$ cat config.mk
export PLATFORM = sky130hd
export DESIGN_NAME = regfile_rd_arbiter
export DESIGN_NICKNAME = d
export VERILOG_FILES = /design/src/rtl/regfile_pkg.sv /design/src/rtl/rr_arbiter.sv /design/src/rtl/regfile_rd_arbiter.sv
export SDC_FILE = /design/constraint.sdc
export NUM_CORES = 1
export LEC_CHECK = 0
export CORE_ASPECT_RATIO = 0.8
export CORE_UTILIZATION = 36
export DETAILED_ROUTE_END_ITERATION = 10
export PLACE_DENSITY = 0.8
export SLEW_MARGIN = 20
export SYNTH_ARGS = -nofsm -noshare
export SYNTH_HDL_FRONTEND = slang
export SYNTH_SLANG_ARGS = --single-unit
$ cat constraint.sdc
create_clock -name clk -period 2.4 [get_ports clk]
set_clock_uncertainty 0.2 [all_clocks]
set_input_delay 0.24 -clock clk [delete_from_list [all_inputs] [get_ports clk]]
set_output_delay 0.24 -clock clk [all_outputs]
set_load 0.005 [all_outputs]
$ cat src/rtl/regfile_pkg.sv
// Shared register-file constants and the read-sequencer state encoding.
package regfile_pkg;
  localparam int REG_ID_W = 4;
  localparam int DATA_W   = 16;
  localparam int NUM_REGS = 16;

  typedef enum logic [1:0] {
    IDLE = 2'd0,
    READ = 2'd1,
    RESP = 2'd2
  } rd_state_t;
endpackage

$ cat src/rtl/rr_arbiter.sv
// Combinational round-robin pick: first set request at or above ptr, wrapping at N-1.
module rr_arbiter #(
  parameter int N     = 3,
  parameter int IDX_W = (N > 1) ? $clog2(N) : 1
) (
  input  logic [N-1:0]     req,
  input  logic [IDX_W-1:0] ptr,
  output logic [N-1:0]     gnt,
  output logic [IDX_W-1:0] idx
);
  logic             found;
  logic [IDX_W:0]   sum;
  logic [IDX_W-1:0] cidx;

  always_comb begin
    gnt   = '0;
    idx   = '0;
    found = 1'b0;
    sum   = '0;
    cidx  = '0;
    for (int k = 0; k < N; k++) begin
      sum = {1'b0, ptr} + (IDX_W+1)'(k);
      if (sum >= (IDX_W+1)'(N)) sum = sum - (IDX_W+1)'(N);
      cidx = sum[IDX_W-1:0];
      if (!found && req[cidx]) begin
        found     = 1'b1;
        gnt[cidx] = 1'b1;
        idx       = cidx;
      end
    end
  end
endmodule

$ cat src/rtl/regfile_rd_arbiter.sv
// Round-robin sharing of the register file's single async read port, with
// same-cycle writeback bypass and a snapshot valid/ready response.
module regfile_rd_arbiter #(
  parameter int NUM_REQ  = 3,
  parameter int REG_ID_W = regfile_pkg::REG_ID_W,
  parameter int DATA_W   = regfile_pkg::DATA_W
) (
  input  logic                         clk,
  input  logic                         rst,
  input  logic [NUM_REQ-1:0]           req_valid,
  input  logic [NUM_REQ*REG_ID_W-1:0]  req_reg_id,
  output logic [NUM_REQ-1:0]           req_ready,
  output logic                         rf_rd_en,
  output logic [REG_ID_W-1:0]          rf_rd_id,
  input  logic [DATA_W-1:0]            rf_rd_data,
  input  logic                         wr_en,
  input  logic [REG_ID_W-1:0]          wr_id,
  input  logic [DATA_W-1:0]            wr_data,
  output logic [NUM_REQ-1:0]           rsp_valid,
  input  logic [NUM_REQ-1:0]           rsp_ready,
  output logic [DATA_W-1:0]            rsp_data
);
  import regfile_pkg::*;

  localparam int IDX_W = (NUM_REQ > 1) ? $clog2(NUM_REQ) : 1;

  rd_state_t             state_q, state_d;
  logic [IDX_W-1:0]      ptr_q, ptr_d, owner_q, owner_d;
  logic [REG_ID_W-1:0]   id_q, id_d;
  logic [DATA_W-1:0]     data_q, data_d;
  logic [NUM_REQ-1:0]    pick_gnt;
  logic [IDX_W-1:0]      pick_idx;

  rr_arbiter #(.N(NUM_REQ), .IDX_W(IDX_W)) u_rr (
    .req (req_valid),
    .ptr (ptr_q),
    .gnt (pick_gnt),
    .idx (pick_idx)
  );

  // id_q only changes on the edge into READ, so it doubles as the held read index.
  assign rf_rd_id = id_q;
  assign rsp_data = data_q;

  always_comb begin
    state_d   = state_q;
    ptr_d     = ptr_q;
    owner_d   = owner_q;
    id_d      = id_q;
    data_d    = data_q;
    req_ready = '0;
    rf_rd_en  = 1'b0;
    rsp_valid = '0;
    if (!rst) begin
      case (state_q)
        IDLE: begin
          req_ready = pick_gnt;
          if (|req_valid) begin
            owner_d = pick_idx;
            id_d    = req_reg_id[pick_idx*REG_ID_W +: REG_ID_W];
            ptr_d   = (int'(pick_idx) == NUM_REQ-1) ? '0 : pick_idx + 1'b1;
            state_d = READ;
          end
        end
        READ: begin
          rf_rd_en = 1'b1;
          data_d   = (wr_en && wr_id == id_q) ? wr_data : rf_rd_data;
          state_d  = RESP;
        end
        RESP: begin
          rsp_valid[owner_q] = 1'b1;
          if (rsp_ready[owner_q]) state_d = IDLE;
        end
        default: state_d = IDLE;
      endcase
    end
  end

  always_ff @(posedge clk) begin
    if (rst) begin
      state_q <= IDLE;
      ptr_q   <= '0;
      owner_q <= '0;
      id_q    <= '0;
      data_q  <= '0;
    end else begin
      state_q <= state_d;
      ptr_q   <= ptr_d;
      owner_q <= owner_d;
      id_q    <= id_d;
      data_q  <= data_d;
    end
  end
endmodule

# == Word-level counts from Yosys, hierarchy flattened ==
# Cells that the tools add are included.
# totals
regBits,26
word_cells,82
in_bits,57
out_inout_bits,27
# classes
n_shift,1
n_lt_le_gt_ge,11
add_sub_neg,6
reduce_logical,13
n_bitwise,2
n_eq_ne,6
muxes,38
# ops
op,count
2-to-1 mux 3 bit,7
2-to-1 mux 2 bit,9
2-to-1 mux 16 bit,1
"< comparator 2 x 3 -> 1 bit, second input constant",4
2-to-1 mux 1 bit,12
variable part select 12 x 5 -> 4 bit,1
binary-select mux 1 bit (select 2 bit),4
demux 1 bit (select 2 bit),4
"greater-or-equal comparator 2 x 1 -> 1 bit, second input constant",4
logical AND 1 bit,7
"greater-or-equal comparator 3 x 2 -> 1 bit, second input constant",2
OR 3 bit,2
case mux 2 bit (3 select lines),1
"subtractor 2 bit, second input constant",3
"== test 2 bit, second input constant",2
== test 4 bit,1
"!= test 2 bit, second input constant",2
AND reduction 2 bit,2
"adder 2 x 1 -> 3 bit, second input constant",1
"adder 2 x 2 -> 3 bit, second input constant",1
OR reduction 3 bit,1
"adder 2 x 1 -> 2 bit, second input constant",1
"== test 2 x 1 -> 1 bit, second input constant",1
"greater-or-equal comparator 2 bit, second input constant",1
2 further kinds,3

# == Longest topological paths before layout ==
# Gate-level depths: netlist of the first run.
# logic_depth
ltp_word,13
mapped_depth,8
mapped_depth_nobuf,7

# == Modules after synthesis ==
# From an unflattened synthesis of the first run, not the netlist that was laid out.
# hier_totals
hier_cells,200
area_unflattened_um2,1771.7
# modules_own_cells
module,cells_each,seq_area_each_um2,area_each_um2,instances
regfile_rd_arbiter,162,520.5,1505.2,1
rr_arbiter,38,0.0,266.5,1

# == Worst setup path after synthesis of the first run ==
# Ideal clock, no wire load.
# synth_path
path_kind,flip-flop to flip-flop
from,register ptr_q[0]
to,register id_q[3] (netlist: rf_rd_id[3])
t_arrival_ps,1950
synth_period_minus_slack_ps,2272
setup_slack_ps,128
required_time_ps,2078
path_stages_with_launch,9
setup_time_ps,122
path_buffers,1
cell_sequence,dfxtp_1 inv_1 ha_1 buf_4 mux2i_1 or2_2 a211oi_2 a211oi_1 o32a_1
# synth_via
elab_chain_cells,12
elab_cells_between_ends,27
classes_between,add/sub: 5; order compare: 3; shift: 1; mux: 14; reduce/logical: 4
# synth_rtl
item,line_no,text
"start, declared",regfile_rd_arbiter.sv:28,"logic [IDX_W-1:0] ptr_q, ptr_d, owner_q, owner_d;"
"start signal, assigned",regfile_rd_arbiter.sv:88,ptr_q <= ptr_d;
"parallel branches: the longest is 10 deep, another holds adder 2 x 1 -> 3 bit",n/a,
2-to-1 mux 2 bit *,rr_arbiter.sv:25,if (!found && req[cidx]) begin
variable part select 12 x 5 -> 4 bit *,regfile_rd_arbiter.sv:60,id_d = req_reg_id[pick_idx*REG_ID_W +: REG_ID_W];
"end signal, assigned",regfile_rd_arbiter.sv:90,id_q <= id_d;
"end, declared",regfile_rd_arbiter.sv:29,"logic [REG_ID_W-1:0] id_q, id_d;"
# Mark *: on every way between the ends. The select of a mux whose other input is x is not followed.
# A chain may end at the register's enable or synchronous reset.

# == Worst setup path after layout of the first run ==
# layout_path
from,register ptr_q[0]
to,register ptr_q[0]
# layout_via
elab_chain_cells,13
elab_cells_between_ends,29
classes_between,add/sub: 6; order compare: 3; eq/ne: 1; mux: 15; reduce/logical: 4
# layout_rtl
item,line_no,text
"parallel branches: the longest is 10 deep, another holds adder 2 x 1 -> 3 bit",n/a,
2-to-1 mux 2 bit *,rr_arbiter.sv:25,
adder 2 x 1 -> 2 bit or == test 2 bit (tied branches),regfile_rd_arbiter.sv:61,ptr_d = (int'(pick_idx) == NUM_REQ-1) ? '0 : pick_idx + 1'b1;
2-to-1 mux 2 bit *,regfile_rd_arbiter.sv:61,
# Marks and branches as above.

==> results.ini, run 1 <==
[yosys]
synth_simple_gate_area_share_pct = 19.7
synth_top_cells_by_count = 26 x dfxtp_1, 23 x nor2_1, 22 x mux2i_1
synth_top_family_by_area = compound AO/OA/AOI/OAI gates
synth.cell_area_um2 = 1660
postSynth.asyncResetShare_pct = 0
synth_top_cell_by_area = dfxtp_1
synth_xor_area_share_pct = 2.11
yosys_most_used_dff = dfxtp_1
synth_compound_area_share_pct = 21.3
synth_seq_area_share_pct = 31.4
yosys_warnings = 0
yosys.area.top_type_share_pct = 31.4
ys_seq_elements = 26
synthCells = 188
yosys-top-cells-area = dfxtp_1 31%, mux2i_1 13%, a211oi_1 7.7%
yosys.cell_count.top_type = dfxtp_1
ys_types = 46
synth_fp_nets = 249
postSynthAreaPerCell_um2 = 8.81
synth.mux.area_fraction_pct = 16.0
synth_edf_count = 0
synth-adder-area-share_pct = 3.02

[worst_setup_path]
r2r_cells = 10
arrival_ns = 2.39
startpoint = ptr_q[0]
r2r_start = ptr_q[0]
worstPathMaxFanout = 6
r2r_end = ptr_q[0]
cp.required_ns = 2.40
crit_path_end_kind = flip-flop
crit_end = ptr_q[0]
path_class = flip-flop to flip-flop
rrSetupSlack_ns = 0.02
cp-start-kind = flip-flop

[detailed_routing]
drtIter0Drc = 74
drtPass1Iterations = 4
viasPerCell = 5.17
wl_per_cell_um = 14.8
vias = 1831
final_antenna_net_count = 0
drcViolationCount = 0
routed_wl_um = 5230

[clock_network]
cts_hold_buffers = 0
cts_buffers = 3
htreeDepth = 1
cts.path.max_buffers = 2
clock_sinks = 26
cts_tree = built
clock_latency_ns = 0.28
clkSlewWorstSetupHoldPaths_ns = 0.09
cts_root_buf = clkbuf_8

[timing]
fmax_mhz = 420
rsz0062_at_grt = true
post-route-min-period_ns = 2.38
fin_crit_sh_pct = 99.3
slew_viol_final = 0
hold_viol = 0
setup_violations = 0
relSlewSlack_pct = 66.8
tightest_slew_ns = 0.495

[global_route]
grt_pass1_vias = 1759
grt_antenna_before_repair = 0
grt_first_pass_wirelength_um = 8270
grt_overflow_total = 0
track_usage_pct = 21.4
grt_start_max_net_pins = 33

[cells_and_area]
fin_nets = 359
drive_above_1_share_pct = 25.6
antenna_cells = 0
n_fill_cell = 332
fin_area_um2 = 3010
syn_to_final_growth_pct = 81.4
finalNonFillerCells = 354

[die]
top_level_ports = 84
dieWidth_um = 77.8
core_area_um2 = 4310
num_rows = 21
die-area_um2 = 4880
die_h_um = 62.7
initial_core_util_pct = 38.4

[pwr]
intPower_mw = 1.37
leakagePower_nw = 1.11
powerDensity_nw_per_um2 = 681
pwr-share-seq_pct = 27.5
swShare_pct = 33.0
clkPwrFrac_pct = 17.8
ir_drop_mv = 0.584
switching_power_mw = 0.675
pwr-share-comb_pct = 54.7

[placement]
post-dp-hpwl_um = 3930
port_buffers = 83
gp_congestion = 0.887
placed_cell_area_um2 = 2710
dp.cells = 344

[run_status]
status = finished, final reports clean

[run]
max_cap_violations = 0

[min_path]
hp-start = rsp_data[14]
hp-class = flip-flop to flip-flop

registers in the layout, summed over array words and instances (netlist names):
register / flops
rf_rd_id: 4
state_q: 2
rsp_data: 16
owner_q: 2
ptr_q: 2
layer usage:
metal | part of all wire [%] | global-route usage [%] | wire length (um) | up-vias
met5 | 0 | 0 | 0 | -
met4 | 0.92 | 4.95 | 48 | 0
met3 | 6.3 | 4.38 | 332 | 7
met2 | 47 | 35.8 | 2430 | 71
met1 | 46 | 28.2 | 2420 | 837
li1 | - | - | - | 916
critical path: stages, from the launching register on:
cell      delay [ns]
dfxtp_2         0.33
buf_6           0.12
ha_4            0.16
buf_6           0.13
mux2i_4         0.19
mux2i_2         0.21
buf_4           0.18
a211oi_2        0.06
buf_4           0.15
or4_1           0.43
a21oi_2         0.16
how the worst min path moves through the flow:
stage | cells past startpoint | to | slack (ns)
after CTS | 2 | rsp_data[14] | 0.31
after floorplan | 2 | rf_rd_id[0] | 0.24
after global routing | 2 | rsp_data[10] | 0.34
final | 2 | rsp_data[14] | 0.30
after global placement | 2 | rsp_data[14] | 0.29
after detailed placement | 2 | rsp_data[14] | 0.29
cell usage in the layout, fill, tap and decap left out, types with 3 or more instances in the layout:
master / instances
a211oi_1: 17
a21oi_1: 3
buf_2: 3
buf_4: 28
buf_6: 5
clkbuf_8: 3
clkdlybuf4s50_1: 80
dfxtp_1: 24
inv_1: 7
mux2i_1: 20
nand2_1: 8
nand2b_1: 3
nor2_1: 23
nor2b_1: 4
nor3_1: 7
o221ai_1: 3
or3_1: 3
xor2_1: 3
kinds of logic after synthesis:
logic type / after synthesis
buffers and inverters: 21
flip-flops: 26
AO/OA/AOI/OAI: 46
AND/OR/NAND/NOR: 62
XOR/XNOR: 4
multiplexers: 25
adder cells (fa/ha/maj): 4
per-stage QoR:
stage | setup slack (ns) | setup TNS (ns) | hold WS [ns] | power (mW) | util [%]
3_3_place_gp | -0.213 | -0.852 | 0.285 | 1.43 | 62.9
5_1_grt | -0.0814 | -0.371 | 0.338 | 2.17 | 69.7
2_1_floorplan | 0.128 | 0 | 0.240 | 1.03 | -
6_report | 0.0163 | 0 | 0.299 | 2.05 | 69.7
3_5_place_dp | -0.261 | -1.41 | 0.293 | 1.46 | 62.9
4_1_cts | -0.0156 | -0.0357 | 0.306 | 1.89 | 66.1
power by group through the flow:
stage / clock (mW) / combinational, mW / sequential (mW)
floorplan: 0 / 0.462 / 0.566
detailed placement: 0 / 0.889 / 0.567
global placement: 0 / 0.870 / 0.564
global route: 0.391 / 1.20 / 0.575
finish: 0.364 / 1.12 / 0.563
CTS: 0.374 / 0.960 / 0.560
final cells by class:
cell class	count	area, um^2	area share (%)
multi-input combinational	141	1200	40.0
timing repair buffer	117	1100	36.7
sequential	26	526	17.5
tap	57	71.3	2.37
clock buffer	3	41.3	1.37
inverter	9	33.8	1.12
clock inverter	1	30.0	0.999
timing repair:
| action | 4_1_cts | 5_1_grt |
|---|---|---|
| gates resized for setup | 28 | 25 |
| endpoints found under the setup margin | 10 | 10 |
| buffers inserted | 2 | 4 |
| gates cloned | 0 | 0 |
| pin swaps | 3 | 6 |
Note: power is estimated with default switching activity, not from simulation.
==> run 2: changes to the inputs <==
==> constraint.sdc (replaced) <==
create_clock -name clk -period 2.4 [get_ports clk]
set_clock_uncertainty 0.2 [all_clocks]
set_input_delay 0.24 -clock clk [delete_from_list [all_inputs] [get_ports clk]]
set_output_delay 0.24 -clock clk [all_outputs]
set_load 0.02 [all_outputs]
==> run 2 against run 1 <==
Compared with the run above:
- the run now ends with negative setup slack left
- critical path type is now flip-flop to output port
- non-clock buffer count decreased by 2
- via count decreased by 0.49%
- first-iteration DRC count increased by 9.5%
- sequential cell count unchanged
- global-route usage about the same
- hold slack improved by 0.0016 ns
- clock-buffer cell count increased by 1
- die area unchanged
- maximum frequency decreased by 1.9%
- cell count decreased by 0.56%
- utilization decreased by 1.2 points
- cell area decreased by 1.7%
==> results.ini, run 2 (synthesized netlist as in run 1, its figures left out) <==
[run_status]
status = complete, but fails checks
violations = negative setup slack

[global_route]
grt_overflow_total = 0  ; unchanged
grt_pass1_vias = 1783  ; +1.4%
grt_start_max_net_pins = 33  ; unchanged
grt_antenna_before_repair = 0  ; unchanged
grt_first_pass_wirelength_um = 8400  ; +1.7%
track_usage_pct = 21.4  ; about the same

[min_path]
hp-class = flip-flop to flip-flop
hold-path-cell-count = 2  ; unchanged

[detailed_routing]
wl_met1_um = 2340  ; -3.4%
wl_per_cell_um = 14.9  ; +0.66%
met2WireLength_um = 2530  ; +4.1%
final_antenna_net_count = 0  ; unchanged
top_layer = met4
vias = 1822  ; -0.49%
routed_wl_um = 5240  ; about the same
drcViolationCount = 0  ; unchanged
drtIter0Drc = 81  ; +9.5%
routed-wl-met3_um = 305  ; -8.1%
viasPerCell = 5.18  ; about the same
drtPass1Iterations = 4  ; unchanged

[cells_and_area]
fin_area_um2 = 2950  ; -1.7%
multi_input_area_um2 = 1190  ; -1.0%
antenna_cells = 0  ; unchanged
final_cell_mix = 79 x clkdlybuf4s50_1, 33 x buf_4, 24 x dfxtp_1
final_common_cell = clkdlybuf4s50_1
finalNonFillerCells = 352  ; -0.56%
largest_register_ffs = 16  ; unchanged
syn_to_final_growth_pct = 78.3
drive_above_1_share_pct = 23.4  ; -2.2 points
n_fill_cell = 333  ; +0.30%
seqCellArea_um2 = 523  ; -0.48%
fin_nets = 357  ; -0.56%
post-route-util_pct = 68.6  ; -1.2 points

[placement]
dp.cells = 344  ; unchanged
post-dp-hpwl_um = 3890  ; -0.91%
post-place-ws_ns = -0.316  ; -0.0549 ns
port_buffers = 83  ; unchanged
placed_cell_area_um2 = 2730  ; +0.60%
gp_congestion = 0.915  ; +3.2%

[timing]
tightest_slew_ns = 0.447  ; -0.0478 ns
rsz0062_at_grt = true
fin_tns_setup_ns = -0.0515  ; -0.0515 ns
setup_violations = 3  ; +3
fin_crit_sh_pct = 101  ; +1.9 points
fmax_mhz = 412  ; -1.9%
post-route-min-period_ns = 2.43  ; +0.0462 ns
slew_viol_final = 0  ; unchanged
final.setup.worst_slack_ns = -0.0298  ; -0.0462 ns
whs_ns = 0.300  ; +0.00155 ns
hold_viol = 0  ; unchanged
relSlewSlack_pct = 70.0  ; +3.2 points

[clock_network]
clock_sinks = 26  ; unchanged
cts.path.max_buffers = 2  ; unchanged
clkSlewWorstSetupHoldPaths_ns = 0.09  ; about the same
cts_hold_buffers = 0  ; unchanged
clock_latency_ns = 0.27  ; about the same
cts_buffers = 3  ; unchanged
cts_root_buf = clkbuf_8
htreeDepth = 1  ; unchanged
cts_tree = built

[worst_setup_path]
cp-start-kind = flip-flop
worstPathMaxFanout = 6  ; unchanged
crit_path_end_kind = output port
r2r_cells = 10  ; unchanged
rrSetupSlack_ns = 0.04  ; +0.02 ns
path_class = flip-flop to output port
cp.required_ns = 1.96  ; -0.44 ns
arrival_ns = 1.99  ; -0.40 ns

[pwr]
powerDensity_nw_per_um2 = 680  ; -0.11%
ir_drop_mv = 0.356  ; -39%
leakagePower_nw = 1.09  ; -1.5%
p_total_mw = 2.01  ; -1.8%

[run]
max_cap_violations = 0  ; unchanged

[die]
die-area_um2 = 4880  ; unchanged
core_area_um2 = 4310  ; unchanged
die_h_um = 62.7  ; unchanged
dieWidth_um = 77.8  ; unchanged
top_level_ports = 84  ; unchanged
num_rows = 21  ; unchanged
initial_core_util_pct = 38.4  ; unchanged

run 2: cell types whose count changed in the layout (fill, tap and decap cells not counted), sizes merged:
cell,before,now
buf,37,35
dlygate4sd2,0,1
bufinv,1,0
clkdlybuf4s50,80,79
clkbuf,3,4
run 2: final cells by class:
type                    count  area share, %
well taps                  57           2.41
multi-input cells         141           40.2
inverters                   9           1.14
repair buffers            115           36.6
clock buffers               4           1.86
flip-flops and latches     26           17.7
run 2: repair_timing:
action,in CTS,in global routing
pin swaps,5,2
endpoints found under the setup margin,10,9
gates resized for setup,33,13
gates cloned,0,0
buffers inserted,2,2
run 2: critical path: stages, from the launching register on:
cell	delay [ns]
dfxtp_2	0.36
ha_4	0.28
mux2i_4	0.20
or2_4	0.25
a21oi_1	0.14
nor2_1	0.07
a311oi_2	0.24
buf_4	0.18
run 2: final timing paths:
kind                from           end
max             ptr_q[1]  req_ready[2]
min          rsp_data[9]   rsp_data[9]
max reg2reg     ptr_q[0]      ptr_q[0]
min reg2reg  rsp_data[9]   rsp_data[9]
run 2: layer usage:
metal | vias to the layer above | track usage [%]
li1 | 908 | -
met1 | 834 | 27.8
met2 | 70 | 37.2
met3 | 10 | 4.09
met4 | 0 | 3.54
met5 | - | 0
run 2: report_power, final:
| group | internal (mW) | switching (mW) |
|---|---|---|
| clock | 0.147 | 0.130 |
| combinational | 0.621 | 0.547 |
| sequential | 0.505 | 0.0584 |
